===== src/rtl/apb_mem_arbiter.sv =====
// 2:1 APB arbiter: instruction-fetch master (m0) and data master (m1) share one
// APB memory slave. Transfers are serialized through a registered IDLE/SETUP/ACCESS
// FSM. Ties are broken round-robin, or in favour of m1 when FIXED_PRIO is set.
// A watchdog aborts transfers whose slave never raises pready.
module apb_mem_arbiter #(
    parameter int ADDR_W      = 32,
    parameter int DATA_W      = 32,
    parameter int FIXED_PRIO  = 0,
    parameter int TIMEOUT_CYC = 16
) (
    input  logic                clk,
    input  logic                rst,
    // master 0 (instruction fetch)
    input  logic                m0_psel,
    input  logic                m0_penable,
    input  logic                m0_pwrite,
    input  logic [ADDR_W-1:0]   m0_paddr,
    input  logic [DATA_W-1:0]   m0_pwdata,
    input  logic [DATA_W/8-1:0] m0_pstrb,
    output logic [DATA_W-1:0]   m0_prdata,
    output logic                m0_pready,
    output logic                m0_pslverr,
    // master 1 (data)
    input  logic                m1_psel,
    input  logic                m1_penable,
    input  logic                m1_pwrite,
    input  logic [ADDR_W-1:0]   m1_paddr,
    input  logic [DATA_W-1:0]   m1_pwdata,
    input  logic [DATA_W/8-1:0] m1_pstrb,
    output logic [DATA_W-1:0]   m1_prdata,
    output logic                m1_pready,
    output logic                m1_pslverr,
    // downstream slave
    output logic                s_psel,
    output logic                s_penable,
    output logic                s_pwrite,
    output logic [ADDR_W-1:0]   s_paddr,
    output logic [DATA_W-1:0]   s_pwdata,
    output logic [DATA_W/8-1:0] s_pstrb,
    input  logic [DATA_W-1:0]   s_prdata,
    input  logic                s_pready,
    input  logic                s_pslverr
);

    // A zero timeout disables the watchdog; keep the counter at least 1 bit wide.
    localparam int WD_W = (TIMEOUT_CYC > 0) ? $clog2(TIMEOUT_CYC + 1) : 1;

    typedef enum logic [1:0] {IDLE, SETUP, ACCESS} state_t;

    state_t          state;
    logic            grant;       // 0: m0 owns the current transfer, 1: m1
    logic            last_grant;  // owner of the most recently finished transfer
    logic [WD_W-1:0] wd_cnt;
    logic            pick;
    logic            timeout;
    logic            done;

    // The request is psel alone; penable carries nothing the arbiter needs.
    logic unused_penable;
    assign unused_penable = m0_penable ^ m1_penable;

    // Grant choice for a new transfer: on a tie either m1 (fixed) or the master
    // that did not go last (round-robin).
    always_comb begin
        pick = m1_psel;
        if (m0_psel && m1_psel)
            pick = (FIXED_PRIO != 0) ? 1'b1 : ~last_grant;
    end

    assign timeout = (TIMEOUT_CYC != 0) && (state == ACCESS) && !s_pready &&
                     (wd_cnt == WD_W'(TIMEOUT_CYC));
    assign done    = (state == ACCESS) && (s_pready || timeout);

    // Transfer sequencer: latches the winner's payload and drives the slave bus.
    always_ff @(posedge clk) begin
        if (rst) begin
            state      <= IDLE;
            grant      <= 1'b0;
            last_grant <= 1'b1;
            wd_cnt     <= '0;
            s_psel     <= 1'b0;
            s_penable  <= 1'b0;
            s_pwrite   <= 1'b0;
            s_paddr    <= '0;
            s_pwdata   <= '0;
            s_pstrb    <= '0;
        end else begin
            case (state)
                IDLE: begin
                    if (m0_psel || m1_psel) begin
                        grant     <= pick;
                        s_pwrite  <= pick ? m1_pwrite : m0_pwrite;
                        s_paddr   <= pick ? m1_paddr  : m0_paddr;
                        s_pwdata  <= pick ? m1_pwdata : m0_pwdata;
                        s_pstrb   <= pick ? m1_pstrb  : m0_pstrb;
                        s_psel    <= 1'b1;
                        s_penable <= 1'b0;
                        wd_cnt    <= '0;
                        state     <= SETUP;
                    end
                end
                SETUP: begin
                    s_penable <= 1'b1;
                    state     <= ACCESS;
                end
                ACCESS: begin
                    if (done) begin
                        last_grant <= grant;
                        s_psel     <= 1'b0;
                        s_penable  <= 1'b0;
                        state      <= IDLE;
                    end else if (!s_pready && (wd_cnt < WD_W'(TIMEOUT_CYC))) begin
                        // saturates at the timeout value, never wraps
                        wd_cnt <= wd_cnt + 1'b1;
                    end
                end
                default: state <= IDLE;
            endcase
        end
    end

    // Completion response is routed only to the owner; an abort forces an error
    // with zero data. Everything else sees a stalled, quiet bus.
    always_comb begin
        m0_pready  = 1'b0;
        m0_pslverr = 1'b0;
        m0_prdata  = '0;
        m1_pready  = 1'b0;
        m1_pslverr = 1'b0;
        m1_prdata  = '0;
        if (done) begin
            if (grant) begin
                m1_pready  = 1'b1;
                m1_pslverr = s_pready ? s_pslverr : 1'b1;
                m1_prdata  = s_pready ? s_prdata : '0;
            end else begin
                m0_pready  = 1'b1;
                m0_pslverr = s_pready ? s_pslverr : 1'b1;
                m0_prdata  = s_pready ? s_prdata : '0;
            end
        end
    end

endmodule


===== config.mk =====
export PLATFORM = sky130hd
export DESIGN_NAME = apb_mem_arbiter
export DESIGN_NICKNAME = d
export VERILOG_FILES = /design/src/rtl/apb_mem_arbiter.sv
export SDC_FILE = /design/constraint.sdc
export NUM_CORES = 1
export LEC_CHECK = 0
export ABC_AREA = 1
export BUFFER_PORTS_ARGS = -buffer_cell sky130_fd_sc_hd__buf_2
export CAP_MARGIN = 20
export CORE_AREA = 3 3 121 123
export CTS_BUF_LIST = sky130_fd_sc_hd__clkbuf_4
export DETAILED_ROUTE_END_ITERATION = 10
export DIE_AREA = 0 0 124 126
export GPL_TIMING_DRIVEN = 0
export SETUP_SLACK_MARGIN = 0.4
export SYNTH_ARGS = -nofsm -noshare
export SYNTH_HDL_FRONTEND = slang
export SYNTH_SLANG_ARGS = --single-unit

===== constraint.sdc =====
create_clock -name clk -period 1.9 [get_ports clk]
set_clock_uncertainty 0.2 [all_clocks]
set_input_delay 0.19 -clock clk [delete_from_list [all_inputs] [get_ports clk]]
set_output_delay 0.19 -clock clk [all_outputs]
set_load 0.03 [all_outputs]

==> results of run 1 <==
[final timing paths]
path	startpoint	cells after the start	endpoint
hold / removal	s_pready	4	state[1]
setup reg to reg	state[0]	7	s_paddr[7]
setup / recovery	wd_cnt[0]	12	m0_prdata[4]
hold reg to reg	s_paddr[19]	2	s_paddr[19]
[critical path: cells and delay by family, from the launching register on]
family,cells,cell delay [ns]
buf+inv,7,0.72
flops,1,0.34
simple gates,3,0.19
compound gates,1,0.16
fa+ha+maj,1,0.13
[cells by family (layout without fill, tap and decap cells)]
logic type,after synthesis,in the layout
other,0,2
AOI/OAI and AO/OA,150,150
adders and majority gates,2,2
and+or+nand+nor,275,276
DFF,80,80
buffers and inverters,158,657
[per-stage QoR]
| stage | worst slack, ns | power (mW) | std cells |
|---|---|---|---|
| detailed placement | -0.152 | 3.34 | 1158 |
| floorplan | 0.189 | 2.80 | 665 |
| global route | -0.602 | 5.07 | 1345 |
| CTS | -0.495 | 4.66 | 1332 |
| global placement | -0.142 | 3.34 | 1158 |
| finish | -0.462 | 4.84 | 1347 |
[cell type report]
type	instances	area, sq um	share of cell area (%)
antenna	2	5.00	0.0560
buffer	46	418	4.67
clock buffer	10	75.1	0.840
clock inverter	6	36.3	0.406
inverter	112	423	4.73
multi-input combinational	428	2440	27.3
sequential	80	1610	18.0
tap	180	225	2.52
timing repair buffer	483	3710	41.5
[power by group through the flow]
stage / Combinational [mW] / Sequential (mW) / Clock [mW]
2_1_floorplan: 0.495 / 2.31 / 0
3_3_place_gp: 1.36 / 1.98 / 0
3_5_place_dp: 1.36 / 1.98 / 0
4_1_cts: 1.78 / 1.94 / 0.928
5_1_grt: 2.09 / 1.97 / 1.00
6_report: 1.97 / 1.96 / 0.912
[cells in the mapped netlist, drive strengths merged]
cell type | number | area, sq um
nand3 | 70 | 350
a21oi | 8 | 43.8
inv | 112 | 420
nand2 | 120 | 463
o21bai | 1 | 7.51
nor3 | 3 | 15.0
buf | 33 | 229
nor2 | 82 | 327
o21ai | 141 | 706
dfxtp | 80 | 1600
ha | 2 | 25.0
clkbuf | 13 | 48.8
[sequential cells by signal, indices dropped and copies added (netlist names)]
| signal | flops |
|---|---|
| state | 2 |
| s_pstrb | 4 |
| s_pwrite | 1 |
| wd_cnt | 5 |
| s_paddr | 32 |
| s_penable | 1 |
| last_grant | 1 |
| s_pwdata | 32 |
| grant | 1 |
| s_psel | 1 |
[layer usage]
layer,track usage (%),up-vias,routed length (microns)
met1,27.3,2983,7940
li1,-,3074,-
met5,0,-,0
met3,6.60,95,2010
met2,47.6,411,11500
met4,14.6,0,1370
[repair_timing]
item	CTS	global route
gates resized for setup	213	114
setup buffers	13	10
endpoints found under the hold margin	71	0
endpoints found under the setup margin	142	148
hold buffers	141	0
pin swaps	33	8
cloned	4	3
==> run metrics, run 1 <==
Root Buffer clkbuf_4; Max-Cap Viols 0; failing checks setup timing; fin. max-slew vios 0; CP cell instances inv_2 -> ha_4 -> nand2_2 -> inv_2 -> nand2_2 -> a21oi_4 -> buf_6 -> buf_12 -> clkbuf_16 -> nand3_2 -> inv_2 -> buf_6; commonest non-fill, non-tap cell in the layout buf_2; WL per Instance approximately 17 microns; Via Count 6,563; simple-gate portion of the synthesized area a little over a quarter; Ports about 320; Final Cell Area 8940 sq um; synth unique cells 22; crit path DAT ~2.0 ns; Setup crit end kind output pin; unrepaired setup endpoints after global routing yes; CTS sink cnt 80; Detail Route Antenna Nets 0; Pwr per Cell Area about 540 nW/um^2; largest net degree at the start of global routing 14; switch share between 30% and 40%; Mapped Area 4240 sq um; vias in the first global route ~6,500; adder-cell area share of the yosys netlist less than 1%; ratio of cells with drive above 1 in the final layout 49.0%; final worst path period need between 2 and 2.5 ns; via density per instance 4.87; placed wire-length estimate 13.8 mm; setup TNS -25.31 ns; fmax 0.423 GHz; most frequent cells in the layout buf_2, dlygate4sd3_1, nand2_1, o21ai_1; Leakage 4.63 nW; GRT overflow 0; Syn Area/Cell about 6.4 sq um; Logic pwr share around 40%; die height 126 microns; dpl cell area 6050 sq um; CTS buffer count 9; Pint between 2 and 3 mW; Slew HR 61.2%; Final period util 124%; Final Hold Fails 0; Final #Nets ~1,300; TritonCTS clock tree yes; critical path data required time ~1.5 ns; Placer Congestion 0.838; post-synthesis compound-gate area fraction between 15 and 20%; die width around 120 microns; post-synthesis xor/xnor area fraction 0%; largest family of logic cells by synthesized area simple AND/OR/NAND/NOR gates; first-pass GRT wire length between 30 and 40 mm; Reg clk slew, reported paths approximately 0.12 ns; final hold slack 0.0368 ns; H-tree Lvls 3; max incr delay on CP 0.34 ns; crit path max-delay cell type dfxtp_2; First DRT Iteration DRCs a little over 300; Finish-stage setup viols around 70; Worst Setup Slack, final -0.462 ns; Core ar. between 10,000 and 15,000 sq um; IO buf count 313; initial antenna violation count 0; Yosys reg bits 80; CTS max path bufs 2; Worst VDD drop a little over 400 uV; worst reg-to-reg setup slack a little under 0.3 ns; clock power share between 10% and 20%; initial core utilization between 30% and 40%; Psw 1.89 mW; fill cell count 1,109; CP Class reg2out; worst skew pair latency between 0.4 and 0.5 ns; Post-Syn Instances about 670; Layout Area Growth over Synthesis 111%; Crit path top cell by count inv_2; DRC viols 0; Synth Warn # 0; sequential area share after synthesis 37.8%; CP startpoint kind register; Post-Syn Nets between 800 and 900; worst min path class in2reg; Reg power frac 40.4%; Std-Cell Rows 43; Util after Layout approximately 65%; status finished with violations; aggregate global-route resource usage a little over a quarter; critical-path maximum fanout 6; Worst-Margin Slew ~0.58 ns; post-synthesis mux area share 0%; Detailed Routing Iterations Pass 1 7; area of the die 15,600 sq um; Total Routed Length between 20 and 25 mm
Power figures use the tool's default switching activity.
==> inputs of run 2 (changes only) <==
--- a/config.mk
+++ b/config.mk
@@ -5,14 +5,14 @@
 export SDC_FILE = /design/constraint.sdc
 export NUM_CORES = 1
 export LEC_CHECK = 0
-export ABC_AREA = 1
 export BUFFER_PORTS_ARGS = -buffer_cell sky130_fd_sc_hd__buf_2
 export CAP_MARGIN = 20
-export CORE_AREA = 3 3 121 123
+export CORE_AREA = 3 3 122 124
 export CTS_BUF_LIST = sky130_fd_sc_hd__clkbuf_4
 export DETAILED_ROUTE_END_ITERATION = 10
-export DIE_AREA = 0 0 124 126
+export DIE_AREA = 0 0 125 127
 export GPL_TIMING_DRIVEN = 0
+export MAX_ROUTING_LAYER = met4
 export SETUP_SLACK_MARGIN = 0.4
 export SYNTH_ARGS = -nofsm -noshare
 export SYNTH_HDL_FRONTEND = slang
==> run 2 against run 1 <==
The run still ends with setup timing left; critical endpoint is now m1_pslverr; largest power group unchanged; register-to-register slack lost 0.34 ns; utilization grew 4.0 points; synthesized cell count shrank 44%; critical path depth shrank 6; power grew 5.6%; synthesized area shrank 8.4%.
==> run metrics, run 2 <==
fill cell count 919 (-17%); status finished with violations; IO buf count 313 (unchanged); area of the die 15,900 sq um (+1.6%); EDFF count, synth 0 (unchanged); fin. max-slew vios 0 (unchanged); Finish-stage setup viols 71 (+4.4%); area leader, netlist dfxtp_1; First DRT Iteration DRCs 173 (-43%); first-pass GRT wire length 31.5 mm (-3.1%); Final Hold Fails 0 (unchanged); Pwr per Cell Area 534 nW/um^2 (-1.4%); Worst Setup Slack, final -0.228 ns (+0.234 ns); Post-Syn Nets 553 (-35%); CTS sink cnt 80 (unchanged); Reg clk slew, reported paths 0.15 ns (+0.03 ns); unrepaired setup endpoints after global routing yes; most common library cells after synthesis dfxtp_1, mux2i_1, o2bb2ai_1, and2_1, buf_2; commonest non-fill, non-tap cell in the layout buf_2; die height 127 microns (+0.79%); critical path data required time 1.51 ns (about the same); Detailed Routing Iterations Pass 1 4 (-3); synth unique cells 39 (+77%); largest net degree at the start of global routing 16 (+2); die width 125 microns (+0.81%); Final #Nets 1,062 (-21%); Mapped Area 3880 sq um (-8.4%); final worst path period need 2.13 ns (-0.234 ns); Worst VDD drop 359 uV (-11%); sequential area share after synthesis 41.3% (+3.5 points); Ports 317 (unchanged); fmax 0.470 GHz (+11%); final hold slack 0.0700 ns (+0.0332 ns); most frequent cells in the layout buf_2, dlygate4sd3_1, buf_6, dfxtp_1, mux2i_1; biggest regs s_paddr x32, s_pwdata x32, wd_cnt x5; asr flop ratio synth 0% (unchanged); worst reg-to-reg setup slack -0.05 ns (-0.34 ns); Leakage 4.31 nW (-7.0%); Worst-Margin Slew 0.519 ns (-0.0627 ns); H-tree Lvls 3 (unchanged); Std-Cell Rows 43 (unchanged); TritonCTS clock tree yes; crit path DAT 1.74 ns (-0.23 ns); Yosys reg bits 80 (unchanged); Core ar. 13,900 sq um (+0.78%); Total Routed Length 22.3 mm (-2.1%); Max-Cap Viols 0 (unchanged); Setup crit end kind output pin; CTS max path bufs 2 (unchanged); CP Class reg2out; Synth top area share 41.3% (+3.5 points); ratio of cells with drive above 1 in the final layout 64.4% (+15 points); vias in the first global route 5,771 (-12%); main flop type after synthesis dfxtp_1; synth top area cells dfxtp_1, mux2i_1, o2bb2ai_1; Placer Congestion 0.914 (+9.1%); count leader, synth dfxtp_1; Slew HR 65.4% (+4.2 points); initial antenna violation count 2 (+2); Syn Area/Cell 10.4 sq um (+63%); initial core utilization 27.9% (-2.8 points); GRT overflow 0 (unchanged); CP startpoint kind register; Post-Syn Instances 373 (-44%); Root Buffer clkbuf_4; total design power 5.11 mW (+5.6%); critical-path maximum fanout 2 (-4); failing checks setup timing; placed wire-length estimate 11.8 mm (-14%); Via Count 5,228 (-20%); via density per instance 4.89 (+0.37%); Detail Route Antenna Nets 0 (unchanged); Final period util 112% (-12 points); worst min path class in2reg; worst skew pair latency 0.43 ns (about the same); Synth Warn # 0 (unchanged); WL per Instance 20.9 microns (+23%); DRC viols 0 (unchanged); Layout Area Growth over Synthesis 147%; CTS buffer count 9 (unchanged); aggregate global-route resource usage 25.8% (-0.54 points)
==> run 2: what timing repair did <==
item / CTS / global route
hold buffers: 143 / 0
cloned: 16 / 0
hold endpoints to repair: 74 / 0
pin swaps: 70 / 13
endpoints found under the setup margin: 143 / 150
setup buffers: 22 / 4
resized for setup: 280 / 111
==> run 2: final cells by class <==
cell class / count / area (sq um) / area share [%]
diodes: 2 / 5.00 / 0.0523
clock buffers: 9 / 67.6 / 0.706
plain buffers: 30 / 405 / 4.24
multi-input cells: 258 / 3200 / 33.4
repair buffers: 497 / 3970 / 41.5
clock inverters: 7 / 55.1 / 0.575
flip-flops and latches: 80 / 1620 / 16.9
well taps: 180 / 225 / 2.35
inverters: 6 / 22.5 / 0.235
==> run 2: layer usage <==
metal,GRT usage (%),vias to the layer above,part of all wire (%)
met1,27.3,2471,37
met3,5.14,57,5.9
met5,-,-,0
li1,-,2410,-
met2,46.3,290,53
met4,12.1,0,3.8
==> run 2: report_power, final <==
group / switching (mW) / internal [mW]
combinational: 1.12 / 1.02
sequential: 0.153 / 1.84
clock: 0.686 / 0.281
==> run 2: final timing paths <==
check	start	to	cells after the start
worst max-delay path	wd_cnt[0]	m1_pslverr	6
worst min-delay path	s_pready	s_psel	3
worst max register to register	state[1]	s_paddr[5]	8
worst min register to register	s_pwdata[29]	s_pwdata[29]	1
==> run 2: kinds of logic after synthesis <==
logic type / Yosys count / share of synthesized area (%)
AND/OR/NAND/NOR: 92 / 15.1
AO/OA/AOI/OAI: 90 / 19.7
flip-flops: 80 / 41.3
multiplexers: 73 / 18.8
buffers and inverters: 36 / 4.35
adder cells (fa/ha/maj): 2 / 0.645
==> run 2: worst max-delay path, cell delays in order (launching register included) <==
cell      delay [ns]
dfxtp_2         0.35
inv_2           0.07
ha_4            0.13
nor4bb_4        0.25
mux2i_2         0.17
nor3b_4         0.20
buf_6           0.15
==> run 2: through the flow <==
step | util (%) | setup slack [ns] | setup TNS, ns | cell area (sq um) | instances
floorplan | - | 0.302 | 0 | 4130 | 373
CTS | 63.7 | -0.286 | -16.32 | 8840 | 1063
global route | 68.9 | -0.329 | -18.61 | 9570 | 1069
global placement | 42.6 | 0.0272 | 0 | 5920 | 866
detailed placement | 42.6 | 0.0168 | 0 | 5920 | 866
finish | 68.9 | -0.228 | -12.24 | 9570 | 1069
==> inputs of run 3 (changes only) <==
--- a/config.mk
+++ b/config.mk
@@ -12,7 +12,6 @@
 export DETAILED_ROUTE_END_ITERATION = 10
 export DIE_AREA = 0 0 125 127
 export GPL_TIMING_DRIVEN = 0
-export MAX_ROUTING_LAYER = met4
 export SETUP_SLACK_MARGIN = 0.4
 export SYNTH_ARGS = -nofsm -noshare
 export SYNTH_HDL_FRONTEND = slang
==> run 3 against run 2 <==
The run still ends with setup timing left; hold slack better by 0.0022 ns; fmax down 0.23%; register-to-register slack about the same.
==> run metrics, run 3 (synthesized netlist as in run 2, its figures left out) <==
status finished with violations; failing checks setup timing; Logic pwr share 42.1% (about the same); DRC viols 0 (unchanged); Detail Route Antenna Nets 0 (unchanged); fill cell count 919 (unchanged); fin cells 1,070 (+0.094%); die height 127 microns (unchanged); ratio of cells with drive above 1 in the final layout 64.4% (unchanged); fmax 0.469 GHz (-0.23%); first-pass GRT wire length 31.5 mm (about the same); Root Buffer clkbuf_4; critical-path maximum fanout 2 (unchanged); Final period util 112% (+0.25 points); Slew HR 65.6% (+0.24 points); Finish-stage setup viols 71 (unchanged); Total Routed Length 22.3 mm (about the same); IO buf count 313 (unchanged); placed wire-length estimate 11.8 mm (unchanged); Placer Congestion 0.899 (-1.7%); unrepaired setup endpoints after global routing yes; Std-Cell Rows 43 (unchanged); WL per Instance 20.8 microns (-0.18%); Core ar. 13,900 sq um (unchanged); die width 125 microns (unchanged); aggregate global-route resource usage 25.0% (-0.75 points); area of the die 15,900 sq um (unchanged); commonest non-fill, non-tap cell in the layout buf_2; Worst-Margin Slew 0.515 ns (-0.00356 ns); Ports 317 (unchanged); Util after Layout 69.0% (about the same); Max-Cap Viols 0 (unchanged); Via Count 5,251 (+0.44%); Worst VDD drop 363 uV (+1.0%); CTS sink cnt 80 (unchanged); biggest regs s_paddr x32, s_pwdata x32, wd_cnt x5; clock power share 18.9% (about the same); setup TNS -12.24 ns (+0.00680 ns); Detailed Routing Iterations Pass 1 4 (unchanged); CP Class reg2out; Psw 1.96 mW (-0.30%); TritonCTS clock tree yes; H-tree Lvls 3 (unchanged); GRT overflow 0 (unchanged); initial core utilization 27.9% (unchanged); Final #Nets 1,062 (unchanged); placed insts 866 (unchanged); Pwr per Cell Area 533 nW/um^2 (-0.15%); CTS max path bufs 2 (unchanged); Reg clk slew, reported paths 0.15 ns (about the same); Leakage 4.31 nW (unchanged); largest net degree at the start of global routing 16 (unchanged); CP startpoint kind register; final worst path period need 2.13 ns (+0.00482 ns); Layout Area Growth over Synthesis 147% (about the same); fin. max-slew vios 0 (unchanged); Final Hold Fails 0 (unchanged); Setup crit end kind output pin; switch share 38.3% (-0.069 points); Pint 3.15 mW (about the same); worst slack at placement 0.0168 ns (unchanged); Reg power frac 39.1% (about the same); CTS buffer count 9 (unchanged); Worst Setup Slack, final -0.232 ns (-0.00482 ns); vias in the first global route 5,760 (-0.19%); via density per instance 4.91 (+0.35%); most frequent cells in the layout buf_2, dlygate4sd3_1, buf_6, dfxtp_1, mux2i_1; First DRT Iteration DRCs 193 (+12%); worst min path class in2reg; crit path DAT 1.74 ns (about the same); critical path data required time 1.51 ns (about the same); initial antenna violation count 2 (unchanged); worst skew pair latency 0.43 ns (about the same)
[run 3: cell types whose count changed in the layout (fill, tap and decap cells not counted)]
cell	change
diode_2	+1
[run 3: path summary, 6_finish.rpt]
| path | from | to | slack, ns | cells past startpoint |
|---|---|---|---|---|
| max | wd_cnt[0] | m1_pslverr | -0.23 | 6 |
| min | s_pready | s_psel | 0.07 | 3 |
| max reg2reg | state[1] | s_paddr[5] | -0.05 | 8 |
| min reg2reg | s_pwdata[29] | s_pwdata[29] | 0.28 | 1 |
[run 3: power groups by stage]
stage	clock network, mW	registers (mW)	logic, mW
after floorplan	0	2.28	0.450
after global placement	0	1.97	1.25
after global routing	1.05	2.02	2.24
after detailed placement	0	1.97	1.27
final	0.963	2.00	2.15
after CTS	0.975	1.94	1.83
[run 3: routing by layer]
layer  up-vias  global-route usage, %  part of all wire [%]
li1       2408                      -                     -
met1      2489                   26.3                    37
met2       298                   46.3                    53
met3        56                   6.61                   6.9
met4         0                   12.1                   4.0
met5         -                      0                     0
[run 3: layout make-up]
class / count / area, sq um / share of cell area, %
tap: 180 / 225 / 2.35
inverter: 6 / 22.5 / 0.235
clock inverter: 7 / 55.1 / 0.575
clock buffer: 9 / 67.6 / 0.706
multi-input combinational: 258 / 3200 / 33.4
antenna: 3 / 7.51 / 0.0784
sequential: 80 / 1620 / 16.9
buffer: 30 / 405 / 4.24
timing repair buffer: 497 / 3970 / 41.5
[run 3: per-stage QoR]
| stage | total power [mW] | hold WS [ns] | cell area [sq um] |
|---|---|---|---|
| 3_5_place_dp | 3.23 | 0.241 | 5920 |
| 2_1_floorplan | 2.73 | 0.165 | 4130 |
| 5_1_grt | 5.30 | 0.0627 | 9570 |
| 6_report | 5.11 | 0.0723 | 9570 |
| 4_1_cts | 4.75 | 0.00538 | 8840 |
| 3_3_place_gp | 3.22 | 0.241 | 5920 |
[run 3: what timing repair did]
action | in CTS | in global routing
hold buffers | 143 | 0
endpoints found under the hold margin | 74 | 0
setup endpoints to repair | 143 | 150
buffers inserted | 22 | 4
pin swaps | 70 | 13
cloned | 16 | 0
resized for setup | 280 | 111
[run 3: worst max-delay path, stage by stage, from the launching register on]
cell and delay (ns):
dfxtp_2 0.35, inv_2 0.07, ha_4 0.13, nor4bb_4 0.25, mux2i_2 0.17, nor3b_4 0.20, buf_6 0.15
